`src/rtl/calc_key_sequencer_if.sv`:
```
// calc_key_sequencer_if
//   Bundles the key strobe from the cursor keypad and the start/done
//   handshake to the external ALU.
//
//   Handshake semantics:
//     key_valid  : one-cycle strobe; key_code is valid in that cycle only.
//                  The sequencer has no backpressure, so a key is either
//                  consumed, queued, or dropped in the cycle it arrives.
//     alu_start  : one-cycle pulse from the sequencer; alu_a/alu_b/alu_op
//                  are valid from that cycle until alu_done is seen.
//     alu_done   : one-cycle pulse from the ALU; alu_result is valid in
//                  that cycle only.
//
//   Modports:
//     master : the sequencer (receives keys, drives the ALU request)
//     slave  : the environment (keypad + ALU)
interface calc_key_sequencer_if #(
  parameter int W = 16
);
  logic         key_valid;
  logic [4:0]   key_code;
  logic         alu_start;
  logic [2:0]   alu_op;
  logic [W-1:0] alu_a;
  logic [W-1:0] alu_b;
  logic         alu_done;
  logic [W-1:0] alu_result;

  modport master (
    input  key_valid, key_code, alu_done, alu_result,
    output alu_start, alu_op, alu_a, alu_b
  );

  modport slave (
    output key_valid, key_code, alu_done, alu_result,
    input  alu_start, alu_op, alu_a, alu_b
  );
endinterface

```
`src/rtl/calc_key_sequencer.sv`:
```
// calc_key_sequencer
//   Controller between the grid cursor keypad and the calculator ALU.
//   Builds operands A and B from hex digit keys, latches the operator,
//   launches the external ALU on EXE and presents the result.
//
//   Ports:
//     clk, rst     : clock, synchronous active-high reset
//     bus          : calc_key_sequencer_if.master (keys in, ALU handshake)
//     oct_mode     : restrict digit keys to 0-7
//     restriction  : registered copy of oct_mode, to the cursor
//     disp_val     : value to display (combinational from registers)
//     state        : FSM state, 0 S_A, 1 S_B, 2 S_EXEC, 3 S_RES
//     error        : sticky ALU timeout flag, cleared by reset or CLR
//
//   Parameters: NDIG digits per operand (W = 4*NDIG), TIMEOUT cycles to
//   wait for alu_done.
//
//   Optional macro CALC_KEY_FIFO_EN: adds a 2-entry key FIFO so keys
//   pressed while the ALU is busy are queued instead of dropped.
module calc_key_sequencer #(
  parameter int NDIG    = 4,
  parameter int TIMEOUT = 64
) (
  input  logic                  clk,
  input  logic                  rst,
  calc_key_sequencer_if.master  bus,
  input  logic                  oct_mode,
  output logic                  restriction,
  output logic [4*NDIG-1:0]     disp_val,
  output logic [1:0]            state,
  output logic                  error
);
  localparam int W  = 4 * NDIG;
  localparam int CW = $clog2(NDIG + 1);
  localparam int TW = (TIMEOUT > 2) ? $clog2(TIMEOUT) : 1;

  typedef enum logic [1:0] {
    S_A    = 2'd0,
    S_B    = 2'd1,
    S_EXEC = 2'd2,
    S_RES  = 2'd3
  } state_t;

  localparam logic [2:0] OP_ADD  = 3'd0;
  localparam logic [2:0] OP_SUB  = 3'd1;
  localparam logic [2:0] OP_MULT = 3'd2;
  localparam logic [2:0] OP_AND  = 3'd3;
  localparam logic [2:0] OP_OR   = 3'd4;

  state_t        state_q, state_d;
  logic [W-1:0]  a_q, a_d;
  logic [W-1:0]  b_q, b_d;
  logic [W-1:0]  r_q, r_d;
  logic [2:0]    op_q, op_d;
  logic [CW-1:0] cnt_a_q, cnt_a_d;
  logic [CW-1:0] cnt_b_q, cnt_b_d;
  logic [TW-1:0] tmo_q, tmo_d;
  logic          alu_start_q, alu_start_d;
  logic          error_q, error_d;
  logic          restriction_q, restriction_d;

  // Key presented to the FSM this cycle
  logic          k_valid;
  logic [4:0]    k_code;

`ifdef CALC_KEY_FIFO_EN
  // Two-entry FIFO. The FSM pops one key per cycle outside S_EXEC;
  // a key arriving while full is dropped (fullness checked before pop).
  logic [4:0] fifo_mem_q [2];
  logic [4:0] fifo_mem_d [2];
  logic       fifo_wr_q, fifo_wr_d;
  logic       fifo_rd_q, fifo_rd_d;
  logic [1:0] fifo_cnt_q, fifo_cnt_d;
  logic       fifo_push, fifo_pop;

  always_comb begin
    fifo_push  = bus.key_valid && (fifo_cnt_q != 2'd2);
    fifo_pop   = (fifo_cnt_q != 2'd0) && (state_q != S_EXEC);
    fifo_mem_d = fifo_mem_q;
    fifo_wr_d  = fifo_wr_q;
    fifo_rd_d  = fifo_rd_q;
    if (fifo_push) begin
      fifo_mem_d[fifo_wr_q] = bus.key_code;
      fifo_wr_d             = ~fifo_wr_q;
    end
    if (fifo_pop) begin
      fifo_rd_d = ~fifo_rd_q;
    end
    fifo_cnt_d = fifo_cnt_q + {1'b0, fifo_push} - {1'b0, fifo_pop};
    k_valid    = fifo_pop;
    k_code     = fifo_mem_q[fifo_rd_q];
  end

  always_ff @(posedge clk) begin
    if (rst) begin
      fifo_mem_q[0] <= 5'd0;
      fifo_mem_q[1] <= 5'd0;
      fifo_wr_q     <= 1'b0;
      fifo_rd_q     <= 1'b0;
      fifo_cnt_q    <= 2'd0;
    end else begin
      fifo_mem_q <= fifo_mem_d;
      fifo_wr_q  <= fifo_wr_d;
      fifo_rd_q  <= fifo_rd_d;
      fifo_cnt_q <= fifo_cnt_d;
    end
  end
`else
  // Keys go straight to the FSM; S_EXEC simply never looks at them.
  always_comb begin
    k_valid = bus.key_valid;
    k_code  = bus.key_code;
  end
`endif

  // Key decode
  logic       k_digit, k_op, k_exe, k_ce, k_clr;
  logic [2:0] k_op_code;

  always_comb begin
    // Digits 8-F vanish completely in octal mode (not even counted)
    k_digit   = k_valid && !k_code[4] && !(oct_mode && k_code[3]);
    k_exe     = k_valid && (k_code == 5'h13);
    k_ce      = k_valid && (k_code == 5'h16);
    k_clr     = k_valid && (k_code == 5'h17);
    k_op      = 1'b0;
    k_op_code = OP_ADD;
    if (k_valid) begin
      case (k_code)
        5'h10: begin k_op = 1'b1; k_op_code = OP_ADD;  end
        5'h11: begin k_op = 1'b1; k_op_code = OP_MULT; end
        5'h12: begin k_op = 1'b1; k_op_code = OP_AND;  end
        5'h14: begin k_op = 1'b1; k_op_code = OP_SUB;  end
        5'h15: begin k_op = 1'b1; k_op_code = OP_OR;   end
        default: ;
      endcase
    end
  end

  // Next-state logic
  always_comb begin
    state_d       = state_q;
    a_d           = a_q;
    b_d           = b_q;
    r_d           = r_q;
    op_d          = op_q;
    cnt_a_d       = cnt_a_q;
    cnt_b_d       = cnt_b_q;
    tmo_d         = tmo_q;
    alu_start_d   = 1'b0;
    error_d       = error_q;
    restriction_d = oct_mode;

    if (k_clr && (state_q != S_EXEC)) begin
      state_d       = S_A;
      a_d           = '0;
      b_d           = '0;
      r_d           = '0;
      op_d          = OP_ADD;
      cnt_a_d       = '0;
      cnt_b_d       = '0;
      tmo_d         = '0;
      error_d       = 1'b0;
      restriction_d = 1'b0;
    end else begin
      case (state_q)
        S_A: begin
          if (k_digit && (cnt_a_q < CW'(NDIG))) begin
            a_d     = {a_q[W-5:0], k_code[3:0]};
            cnt_a_d = cnt_a_q + 1'b1;
          end else if (k_op) begin
            op_d    = k_op_code;
            b_d     = '0;
            cnt_b_d = '0;
            state_d = S_B;
          end else if (k_ce) begin
            a_d     = '0;
            cnt_a_d = '0;
          end
        end

        S_B: begin
          if (k_digit && (cnt_b_q < CW'(NDIG))) begin
            b_d     = {b_q[W-5:0], k_code[3:0]};
            cnt_b_d = cnt_b_q + 1'b1;
          end else if (k_op) begin
            op_d = k_op_code;
          end else if (k_exe) begin
            state_d     = S_EXEC;
            alu_start_d = 1'b1;
            tmo_d       = '0;
          end else if (k_ce) begin
            b_d     = '0;
            cnt_b_d = '0;
          end
        end

        S_EXEC: begin
          // alu_done is tested first so a done coinciding with the last
          // timeout cycle still completes normally.
          if (bus.alu_done) begin
            r_d     = bus.alu_result;
            a_d     = bus.alu_result;
            cnt_a_d = CW'(NDIG);
            state_d = S_RES;
          end else if (tmo_q == TW'(TIMEOUT - 1)) begin
            state_d = S_A;
            a_d     = '0;
            b_d     = '0;
            r_d     = '0;
            op_d    = OP_ADD;
            cnt_a_d = '0;
            cnt_b_d = '0;
            tmo_d   = '0;
            error_d = 1'b1;
          end else begin
            tmo_d = tmo_q + 1'b1;
          end
        end

        S_RES: begin
          if (k_digit) begin
            a_d     = {{(W-4){1'b0}}, k_code[3:0]};
            cnt_a_d = CW'(1);
            state_d = S_A;
          end else if (k_op) begin
            // Chaining: the result already sits in A
            op_d    = k_op_code;
            b_d     = '0;
            cnt_b_d = '0;
            state_d = S_B;
          end else if (k_exe) begin
            a_d         = r_q;
            state_d     = S_EXEC;
            alu_start_d = 1'b1;
            tmo_d       = '0;
          end else if (k_ce) begin
            a_d     = '0;
            b_d     = '0;
            r_d     = '0;
            cnt_a_d = '0;
            cnt_b_d = '0;
            state_d = S_A;
          end
        end

        default: state_d = S_A;
      endcase
    end
  end

  always_ff @(posedge clk) begin
    if (rst) begin
      state_q       <= S_A;
      a_q           <= '0;
      b_q           <= '0;
      r_q           <= '0;
      op_q          <= OP_ADD;
      cnt_a_q       <= '0;
      cnt_b_q       <= '0;
      tmo_q         <= '0;
      alu_start_q   <= 1'b0;
      error_q       <= 1'b0;
      restriction_q <= 1'b0;
    end else begin
      state_q       <= state_d;
      a_q           <= a_d;
      b_q           <= b_d;
      r_q           <= r_d;
      op_q          <= op_d;
      cnt_a_q       <= cnt_a_d;
      cnt_b_q       <= cnt_b_d;
      tmo_q         <= tmo_d;
      alu_start_q   <= alu_start_d;
      error_q       <= error_d;
      restriction_q <= restriction_d;
    end
  end

  always_comb begin
    case (state_q)
      S_A:     disp_val = a_q;
      S_B:     disp_val = (cnt_b_q != '0) ? b_q : a_q;
      S_EXEC:  disp_val = b_q;
      S_RES:   disp_val = r_q;
      default: disp_val = a_q;
    endcase
  end

  assign bus.alu_start = alu_start_q;
  assign bus.alu_op    = op_q;
  assign bus.alu_a     = a_q;
  assign bus.alu_b     = b_q;
  assign restriction   = restriction_q;
  assign state         = state_q;
  assign error         = error_q;
endmodule

```
`src/flat_wrapper.sv`:
```
// flat-port wrapper written by rule: the top's interface ports become plain ports
module calc_key_sequencer_flat 
#(
  parameter int NDIG    = 4,
  parameter int TIMEOUT = 64
)
  (clk, rst, oct_mode, restriction, disp_val, state, error, bus_key_valid, bus_key_code, bus_alu_done, bus_alu_result, bus_alu_start, bus_alu_op, bus_alu_a, bus_alu_b);
  calc_key_sequencer_if #(.W((16))) bus_i ();
  input  logic clk;
  input  logic rst;
  input  logic oct_mode;
  output logic restriction;
  output logic [4*NDIG-1:0] disp_val;
  output logic [1:0] state;
  output logic error;
  input wire logic [$bits(bus_i.key_valid)-1:0] bus_key_valid;
  input wire logic [$bits(bus_i.key_code)-1:0] bus_key_code;
  input wire logic [$bits(bus_i.alu_done)-1:0] bus_alu_done;
  input wire logic [$bits(bus_i.alu_result)-1:0] bus_alu_result;
  output wire logic [$bits(bus_i.alu_start)-1:0] bus_alu_start;
  output wire logic [$bits(bus_i.alu_op)-1:0] bus_alu_op;
  output wire logic [$bits(bus_i.alu_a)-1:0] bus_alu_a;
  output wire logic [$bits(bus_i.alu_b)-1:0] bus_alu_b;
  assign bus_i.key_valid = bus_key_valid;
  assign bus_i.key_code = bus_key_code;
  assign bus_i.alu_done = bus_alu_done;
  assign bus_i.alu_result = bus_alu_result;
  assign bus_alu_start = bus_i.alu_start;
  assign bus_alu_op = bus_i.alu_op;
  assign bus_alu_a = bus_i.alu_a;
  assign bus_alu_b = bus_i.alu_b;
  calc_key_sequencer #(.NDIG(NDIG), .TIMEOUT(TIMEOUT)) u_core (.clk(clk), .rst(rst), .bus(bus_i), .oct_mode(oct_mode), .restriction(restriction), .disp_val(disp_val), .state(state), .error(error));
endmodule
```
`config.mk`:
```
export PLATFORM = sky130hd
export DESIGN_NAME = calc_key_sequencer_flat
export DESIGN_NICKNAME = d
export VERILOG_FILES = /design/src/rtl/calc_key_sequencer_if.sv /design/src/rtl/calc_key_sequencer.sv /design/src/flat_wrapper.sv
export SDC_FILE = /design/constraint.sdc
export NUM_CORES = 1
export LEC_CHECK = 0
export ABC_CLOCK_PERIOD_IN_PS = 2660
export CORE_AREA = 5 5 109 111
export CTS_CLUSTER_DIAMETER = 120
export DETAILED_ROUTE_END_ITERATION = 10
export DIE_AREA = 0 0 114 116
export GPL_TIMING_DRIVEN = 0
export HOLD_SLACK_MARGIN = 0.05
export SLEW_MARGIN = 5
export SYNTH_ARGS = -nofsm -noshare
export SYNTH_HDL_FRONTEND = slang
export SYNTH_SLANG_ARGS = --single-unit
```
`constraint.sdc`:
```
create_clock -name clk -period 2.66 [get_ports clk]
set_input_delay 0.266 -clock clk [delete_from_list [all_inputs] [get_ports clk]]
set_output_delay 0.266 -clock clk [all_outputs]
set_load 0.005 [all_outputs]
```
* Word-level counts from Yosys, hierarchy flattened
Cells that the tools add are included.
** Operators by class
- Order comparisons :: 2
- Reduce and logical (&&, ||, !) cells :: 26
- $add $sub $neg :: 3
- Bitwise logic cells :: 1
- Muxes and demuxes :: 78
- Equal/unequal tests :: 30
** Operators with widths (count)
- 2-to-1 mux 16 bit :: 22
- case mux 16 bit (4 select lines) :: 2
- 2-to-1 mux 3 bit :: 22
- case mux 16 bit (3 select lines) :: 1
- equality test 5 bit, second input constant :: 8
- 2-to-1 mux 6 bit :: 6
- case mux 3 bit (4 select lines) :: 3
- case mux 16 bit (2 select lines) :: 1
- 2-to-1 mux 2 bit :: 11
- case mux 6 bit (3 select lines) :: 1
- inequality test 2 bit, second input constant :: 8
- AND reduction 6 bit :: 2
- AND reduction 5 bit :: 2
- logical AND 1 bit :: 9
- inequality test 3 x 2 -> 1 bit, second input constant :: 3
- case mux 3 bit (3 select lines) :: 1
- nonzero test 3 bit :: 3
- inequality test 2 x 1 -> 1 bit, second input constant :: 4
- case mux 2 bit (4 select lines) :: 1
- AND reduction 4 bit :: 2
- AND reduction 7 bit :: 1
- adder 3 x 1 -> 3 bit, second input constant :: 2
- adder 6 x 1 -> 6 bit, second input constant :: 1
- equality test 6 bit, second input constant :: 1
- other kinds (14) :: 23
** Word-level totals
- Output and inout bits :: 56
- Input bits :: 26
- Bits in registers :: 68
- Word-level logic and storage cells :: 151

* Logic depth before layout (Yosys ltp)
- Word-level depth :: 7
- Depth in mapped cells :: 9
- Depth with buffers taken out :: 6

* Worst setup path before layout
Ideal clock, no wire load.
- Path type :: reg2out
- Start point :: register u_core.state_q[1], in the netlist u_core.state[1]
- End point :: output port disp_val[11]
- Arrival time :: 1716 ps
- Data required time :: 2394 ps
- Stages on the path, launching flop included :: 7
- Setup slack :: 678 ps
- Cells stage by stage :: dfxtp_1 -> buf_2 -> clkbuf_1 -> clkbuf_1 -> mux2_2 -> o22ai_1 -> a21oi_1
** Between the ends
- Cells in the longest elaborated chain, start to end :: 2
** Ends and longest elaborated chain
- from (decl) :: line calc_key_sequencer.sv:50 : state_t state_q, state_d;
- from (signal assigned) :: line calc_key_sequencer.sv:266 : state_q <= state_d;
- equality test 2 bit, or another cell as far along :: line calc_key_sequencer.sv:281 : case (state_q)
- case mux 16 bit (4 select lines) * :: line calc_key_sequencer.sv:281
- to (decl) :: line flat_wrapper.sv:13 : output logic [4*NDIG-1:0] disp_val;
Mark *: on every way between the ends. The rest lies on a longest branch, timed or not.

* Worst setup path after layout
- Start point :: register u_core.state_q[0], in the netlist u_core.state[0]
- End point :: register u_core.a_q[14], in the netlist u_core.bus.alu_a[14]
** Between the ends
- Cells in the longest elaborated chain, start to end :: 3
** Ends and longest elaborated chain
- equality test 2 bit, or another cell as far along :: line calc_key_sequencer.sv:166 : case (state_q)
- inequality test 3 x 2 -> 1 bit (no line), or another cell as far along
- AND reduction 4 bit (no line) / OR reduction 2 bit (equally long branches)
- to (signal assigned) :: line calc_key_sequencer.sv:255 : a_q <= '0;
- to (signal assigned) :: line calc_key_sequencer.sv:267 : a_q <= a_d;
- to (decl) :: line calc_key_sequencer.sv:51 : logic [W-1:0] a_q, a_d;
Several ways; a longest one is shown, not always the timed one.
A chain may end at the register's enable or synchronous reset.

==> impl_metrics.tcl <==
set metrics [dict create \
    status "finished clean" \
    synth_top_area_cell "dfxtp_1" \
    die_area_sq_um 13200 \
    rr_startpoint "u_core.state[0]" \
    core_area_sq_um 10700 \
    slew_violations 0 \
    final_area_sq_um 4960 \
    critPathKind "reg -> reg" \
    maxCapViolCount 0 \
    die_y_microns 116 \
    r2r_cells 8 \
    crit_end "u_core.bus.alu_a[14]" \
    leakage_nw 1.95 \
    cts_tree "built" \
    path_clk_slew_ns 0.09 \
    hold_class "in -> reg" \
    drt-vias-per-instance 6.11 \
    initial_core_util_pct 34.6 \
    synth_nets 462 \
    ys_ff_latch 68 \
    cp.required_ns 2.90 \
    hold_ws_ns 0.324 \
    fin_cells 666 \
    cp-start-kind "register" \
    antenna_found_initial 0 \
    postSynthAreaPerCell_sq_um 8.56 \
    async_flop_share_pct 0 \
    crit_arrival_ns 2.79 \
    fin_ws_ns 0.108 \
    hold_violations 0 \
    ys_types 56 \
    slew_headroom_pct 47.0 \
    gp_congestion 0.918 \
    ys.flop_type "dfxtp_1" \
    dpl.hpwl_microns 10100 \
    grt.overflow.total 0 \
    grt_pass1_wl_microns 22100 \
    htree_num_levels 3 \
    regToRegSetupSlack_ns 0.11 \
    yosys_warnings 0 \
    fin_crit_ns 2.55 \
    drcViolationCount 0 \
    clk_latency_ns 0.37 \
    final_cell_mix "clkdlybuf4s50_1 (68), dfxtp_1 (67), o22ai_1 (32), nor2_1 (32), nand2_1 (30)" \
    irDropWorstVdd_mv 0.205 \
    finClkSkew_ns 0.0146 \
    io_buffers 78 \
    power_density_nw_per_um2 446 \
    ys_seq_area_share_pct 36.8 \
    worstMarginPinSlew_ns 0.790 \
    r2r-end "u_core.bus.alu_a[14]" \
    tns_ns 0 \
    drt_iter0_markers 445 \
    finalSetupViolCount 0 \
    n_antenna_cell 0 \
    drt-pass1-iter-count 5 \
    rsz0062_at_grt "false" \
    num_vias 4070 \
    synth_top_area_share_pct 36.8 \
    die_w_microns 114 \
    cp_max_fo 18 \
    area_growth_pct 34.2 \
    rows 38 \
    nets 551 \
    hold_buffers 0 \
    numCtsBuffers 9 \
    fmax_mhz 392 \
    detail-route-antenna-nets 0 \
    gr-usage-all-layers_pct 21.6 \
    synth_area_sq_um 3700 \
    crit_path_start "u_core.state[0]" \
    wirelength_microns 14500 \
    nFillCells 1076 \
    grt_pass1_vias 3965 \
    layout_commonest_cell "clkdlybuf4s50_1" \
    end_kind "register" \
    ios 82 \
    grt_max_degree 19 \
    finalCritPeriodShare_pct 95.9 \
    synth_area_leaders "dfxtp_1 (37%), a22o_1 (6.9%), a22oi_1 (5.7%)" \
    placed_area_sq_um 4650 \
    clock_path_buffers 2 \
    dp.cells 650 \
    place_ws_ns -0.395 \
    drive_above_1_share_pct 13.9 \
    synth-edff-count 0 \
    cts_sinks 68 \
    syn_inst 432 \
    cts_root_buf "clkbuf_8" \
    wire_per_inst_microns 21.8 \
]
## layout make-up
class / instances / area [sq um] / share of cell area [%]
plain buffers: 40 / 256 / 5.17
clock buffers: 9 / 124 / 2.50
clock inverters: 7 / 83.8 / 1.69
inverters: 6 / 22.5 / 0.454
multi-input cells: 317 / 2120 / 42.8
flip-flops and latches: 68 / 1360 / 27.5
well taps: 140 / 175 / 3.53
repair buffers: 79 / 813 / 16.4
## what timing repair did
action / CTS / global route
endpoints found under the setup margin: 16 / 22
endpoints found under the hold margin: 0 / 0
cloned: 0 / 0
gates resized for setup: 21 / 21
pin swaps: 0 / 0
buffers inserted: 0 / 1
## cell families after synthesis
| logic type | synth area share [%] |
|---|---|
| AOI/OAI and AO/OA | 33.8 |
| and+or+nand+nor | 16.5 |
| DFF | 36.8 |
| buffers and inverters | 6.16 |
| muxes | 4.87 |
| adders and majority gates | 1.35 |
| xor gates and xnor gates | 0.474 |
## cell usage after synthesis (14+ instances only)
| master | count |
|---|---|
| nor2_1 | 32 |
| dfxtp_1 | 68 |
| a21oi_1 | 28 |
| a22o_1 | 29 |
| mux2_2 | 16 |
| o22ai_1 | 32 |
| nand2_1 | 31 |
| clkbuf_1 | 21 |
| or3_1 | 17 |
| a22oi_1 | 28 |
| buf_2 | 14 |
| o21ai_0 | 22 |
## metal layers
metal  routed length [microns]  vias up  global-route usage [%]
met3                      1360       35                    5.33
met4                       413        0                    9.66
met1                      6360     1967                    29.4
met2                      6380      238                    32.5
li1                          -     1830                       -
met5                         0        -                       0
## worst min path at each step
stage	from	end	slack, ns	cells past startpoint
finish	bus_key_code[0]	u_core.bus.alu_b[0]	0.32	2
global route	bus_key_code[0]	u_core.bus.alu_b[0]	0.32	2
CTS	bus_key_code[0]	u_core.bus.alu_b[0]	0.30	2
detailed placement	u_core.error	u_core.error	0.45	2
global placement	u_core.error	u_core.error	0.44	2
floorplan	rst	u_core.bus.alu_op[2]	0.34	1
## critical path: stages, from the launching register on
cell and delay (ns):
dfxtp_1 0.34, buf_2 0.33, and3b_1 0.22, buf_2 0.19
a41oi_1 0.40, nand2_1 0.25, clkbuf_1 0.32, a22oi_1 0.26
o22ai_1 0.11
## where the power goes
group          internal (mW)  switching, mW  total, mW
Clock                  0.450          0.497      0.947
Sequential              1.03        0.00984       1.04
Combinational         0.0947          0.134      0.228
## metrics by stage
step	power (mW)	util [%]
after floorplan	1.17	-
final	2.21	46.4
after global placement	1.28	43.5
after detailed placement	1.28	43.5
after global routing	2.27	46.4
after CTS	2.21	46.0
## state kept, by name, indices dropped and copies added (netlist names), 2 cells and up
| signal | count |
|---|---|
| u_core.r_q | 16 |
| u_core.tmo_q | 6 |
| u_core.bus.alu_b | 16 |
| u_core.state | 2 |
| u_core.bus.alu_a | 16 |
| u_core.cnt_b_q | 3 |
| u_core.cnt_a_q | 3 |
| u_core.bus.alu_op | 3 |
No activity file was read; power rests on OpenSTA's default activity.
